### config.mk
export PLATFORM = sky130hd
export DESIGN_NAME = odd_count_sequencer
export DESIGN_NICKNAME = d
export VERILOG_FILES = /design/src/rtl/odd_count_sequencer.sv
export SDC_FILE = /design/constraint.sdc
export NUM_CORES = 1
export LEC_CHECK = 0
export BUFFER_PORTS_ARGS = -buffer_cell sky130_fd_sc_hd__buf_2
export CORE_ASPECT_RATIO = 0.9
export CORE_MARGIN = 8
export CORE_UTILIZATION = 50
export CTS_CLUSTER_SIZE = 8
export DETAILED_ROUTE_END_ITERATION = 6
export PLACE_DENSITY = 0.82
export SYNTH_ARGS = -nofsm -noshare
export SYNTH_HDL_FRONTEND = slang
export SYNTH_SLANG_ARGS = --single-unit
### constraint.sdc
create_clock -name clk -period 2.2 [get_ports clk]
set_input_delay 0.22 -clock clk [delete_from_list [all_inputs] [get_ports clk]]
set_output_delay 0.22 -clock clk [all_outputs]
set_load 0.01 [all_outputs]
### src/rtl/odd_count_sequencer.sv
// Odd-value counter sequencer: runs 1,3,5,... up to a latched odd target and
// reports each target hit with a done pulse, with pause, abort and loop modes.
//
// state | meaning
// IDLE  | waiting for start; count holds its last value
// RUN   | stepping count by 2 toward target_q (busy=1)
module odd_count_sequencer #(
  parameter int WIDTH = 4,
  parameter int LAP_W = 8
) (
  input  logic             clk,
  input  logic             reset,
  input  logic             start,
  input  logic [WIDTH-1:0] target,
  input  logic             loop,
  input  logic             pause,
  input  logic             abort,
  output logic [WIDTH-1:0] count,
  output logic             busy,
  output logic             done,
  output logic             err,
  output logic [LAP_W-1:0] laps
);

  typedef enum logic {IDLE, RUN} state_t;

  localparam logic [LAP_W-1:0] LAPS_MAX = '1;

  state_t           state;
  logic [WIDTH-1:0] target_q;
  logic             loop_q;

  always_ff @(posedge clk) begin
    if (reset) begin
      state    <= IDLE;
      count    <= '0;
      busy     <= 1'b0;
      done     <= 1'b0;
      err      <= 1'b0;
      laps     <= '0;
      target_q <= '0;
      loop_q   <= 1'b0;
    end else begin
      done <= 1'b0;
      err  <= 1'b0;
      case (state)
        IDLE: begin
          if (start) begin
            if (target[0]) begin
              target_q <= target;
              loop_q   <= loop;
              count    <= WIDTH'(1);
              laps     <= '0;
              busy     <= 1'b1;
              state    <= RUN;
            end else begin
              err <= 1'b1;
            end
          end
        end
        RUN: begin
          if (abort) begin
            state <= IDLE;
            busy  <= 1'b0;
            count <= '0;
          end else if (!pause) begin
            if (count == target_q) begin
              done <= 1'b1;
              if (laps != LAPS_MAX) laps <= laps + LAP_W'(1);
              if (loop_q) begin
                count <= WIDTH'(1);
              end else begin
                state <= IDLE;
                busy  <= 1'b0;
              end
            end else begin
              count <= count + WIDTH'(2);
            end
          end
        end
        default: state <= IDLE;
      endcase
    end
  end

endmodule
==> impl_metrics.env <==
export IMPL_post_route_drc_count=0
export IMPL_critPathCaptureType="flop"
export IMPL_fin_setup_tns_ps=0
export IMPL_hold_depth=2
export IMPL_drt_initial_drc_count=75
export IMPL_critPathMaxStageDelay_ps=500
export IMPL_cts_clk_slew_worst_paths_ps=120
export IMPL_crit_type="flop to flop"
export IMPL_cp_top_family="simple AND/OR/NAND/NOR gates"
export IMPL_grt_max_degree=22
export IMPL_cts_root_buf="clkbuf_4"
export IMPL_fin_ws_ps=272.4
export IMPL_min_period_ps=1928
export IMPL_grt_pass1_wl_um=4402
export IMPL_fin_worst_skew_ps=7.556
export IMPL_dieArea_um2=3881
export IMPL_cts_buffers_inserted=3
export IMPL_clock_latency_ps=310
export IMPL_grt_overflow=0
export IMPL_async_flop_share=0
export IMPL_synthTopCellsByArea="dfxtp_1 (39%), a21oi_1 (5.6%), nand2_1 (5.6%)"
export IMPL_clkPwrFrac=0.269
export IMPL_setup_viol=0
export IMPL_rr_worst_depth=5
export IMPL_yosysUniqueCellTypes=35
export IMPL_pre_cts_ws_ps=313.9
export IMPL_start_util=0.5095
export IMPL_hold_viol=0
export IMPL_post_cts_repair_setup_buffers=0
export IMPL_die_h_um=59.91
export IMPL_drv_cap=0
export IMPL_antenna_cells=0
export IMPL_ir_worst_vdd_mv=0.5390
export IMPL_slew_headroom=0.6123
export IMPL_worst_path_stages=5
export IMPL_cts_resized_gates=0
export IMPL_netlist_instances=127
export IMPL_power_mw=0.6913
export IMPL_p_int_mw=0.4953
export IMPL_hold_buffers=0
export IMPL_grt_util_all_layers=0.1406
export IMPL_final_nets=164
export IMPL_tightest_slew_ps=580.3
export IMPL_wl_per_cell_um=14.48
export IMPL_synth_largest_area_cell="dfxtp_1"
export IMPL_yosysMostFrequentCell="dfxtp_1"
export IMPL_pin_count=25
export IMPL_p_switching_mw=0.1961
export IMPL_cts_htree_levels=1
export IMPL_rsz0062_at_grt="no"
export IMPL_io_buffers=24
export IMPL_cts_sinks=21
export IMPL_antenna_found_initial=0
export IMPL_max_freq_ghz=0.5188
export IMPL_netlist_area_um2=1071
export IMPL_synth_common_cells="dfxtp_1 (21), nand2_1 (16), a21oi_1 (12), nor2_1 (7), nand3_1 (6)"
export IMPL_cts_tree="done"
export IMPL_viasPerCell=6.062
export IMPL_cp_max_fo=8
export IMPL_synthFlopType="dfxtp_1"
export IMPL_ys_seq_elements=21
export IMPL_hold_class="input port to flop"
export IMPL_drt_wl_total_um=2577
export IMPL_antenna_left=0
export IMPL_firstDrtPassIters=4
export IMPL_area_growth_pct=14.49
export IMPL_grt_pass1_vias=1001
export IMPL_status="completed"
export IMPL_critPathRequiredTime_ps=2440
export IMPL_coreArea_um2=2102
export IMPL_crit_chain="ha_1 > and3_4 > a311o_1 > or4_1 > a21boi_1"
export IMPL_final_max_slew_viol_count=0
export IMPL_slowest_stage="or4_1"
export IMPL_switching_share=0.2836
export IMPL_yosysSeqAreaShare=0.3925
export IMPL_p_seq_frac=0.580
export IMPL_power_density_nw_per_um2=563.8
export IMPL_clockBufferDepth=2
export IMPL_leakage_nw=0.4893
export IMPL_crit_buf_inv=0
export IMPL_drive_above_1_share=0.2252
export IMPL_vias=1079
export IMPL_synth_edf_count=0
export IMPL_netlist_area_leader_share=0.3925
export IMPL_syn_nets=139
export IMPL_yosys_warnings=0
export IMPL_rows=16
export IMPL_routabilityCongestion=0.8956
export IMPL_die_width_um=64.79
export IMPL_critPathLaunchType="flop"
export IMPL_post_dp_hpwl_um=1935
export IMPL_arrival_ps=2170
export IMPL_period_share=0.8762
export IMPL_comb_power_share=0.151
export IMPL_synth_area_per_cell_um2=8.433
cell usage in the layout (no fill, tap or decap), types with 3 or more instances in the layout:
master / n
o211ai_1: 3
dfxtp_1: 21
or4_1: 3
nor2_1: 7
nand2_1: 16
o31ai_1: 3
clkbuf_4: 3
a31oi_1: 5
a21oi_1: 12
buf_2: 24
a311oi_1: 3
nor2b_1: 5
o21ai_0: 4
xnor2_1: 4
inv_1: 3
nand4_1: 3
nand3_1: 6
buf_4: 3
area by class of cell:
| class | instances | area (µm²) |
|---|---|---|
| Clock buffer | 3 | 22.52 |
| Clock inverter | 1 | 5.005 |
| Fill cell | 206 | 875.8 |
| Inverter | 3 | 11.26 |
| Multi-Input combinational cell | 96 | 590.6 |
| Sequential cell | 21 | 420.4 |
| Tap cell | 27 | 33.78 |
| Timing Repair Buffer | 27 | 142.6 |
per-layer routing:
layer	wire (µm)	GRT usage	share of wire	vias up
met1	1133	0.1741	0.44	515
met2	1201	0.2210	0.47	36
li1	-	-	-	521
met3	211	0.05243	0.082	7
met4	30	0.04348	0.012	0
met5	0	0	0	-
final timing paths:
path / from / end / slack [ps]
hold / removal: target[0] / err / 90
setup / recovery: laps[0] / laps[5] / 270
hold reg to reg: target_q[1] / target_q[1] / 480
setup reg to reg: laps[0] / laps[5] / 270
registers in the layout, summed over array words and instances, names as in the netlist:
name,cells
target_q,4
count,4
err,1
state,1
busy,1
laps,8
loop_q,1
done,1
cell families (layout without fill, tap and decap cells):
kind of cell | count (synthesis) | count (layout) | share of synthesized area
flops | 21 | 21 | 0.3925
buf+inv | 10 | 34 | 0.05607
fa+ha+maj | 2 | 2 | 0.02336
xor+xnor | 4 | 4 | 0.03271
simple gates | 52 | 52 | 0.2605
compound gates | 38 | 38 | 0.2348
stage by stage:
stage / utilization / std cells / hold WS [ps] / instance area (µm²)
2_1_floorplan: - / 127 / 298.1 / 1071
4_1_cts: 0.5833 / 178 / 85.84 / 1226
6_report: 0.5833 / 178 / 90.82 / 1226
3_3_place_gp: 0.5702 / 174 / 414.8 / 1199
3_5_place_dp: 0.5702 / 174 / 418.5 / 1199
5_1_grt: 0.5833 / 178 / 94.01 / 1226
power by group through the flow:
stage	Sequential, mW	Clock, mW	Combinational [mW]
2_1_floorplan	0.408	0	0.0771
3_3_place_gp	0.409	0	0.101
3_5_place_dp	0.410	0	0.103
4_1_cts	0.401	0.192	0.103
5_1_grt	0.403	0.209	0.117
6_report	0.401	0.186	0.104
(Power assumes the default switching activity.)
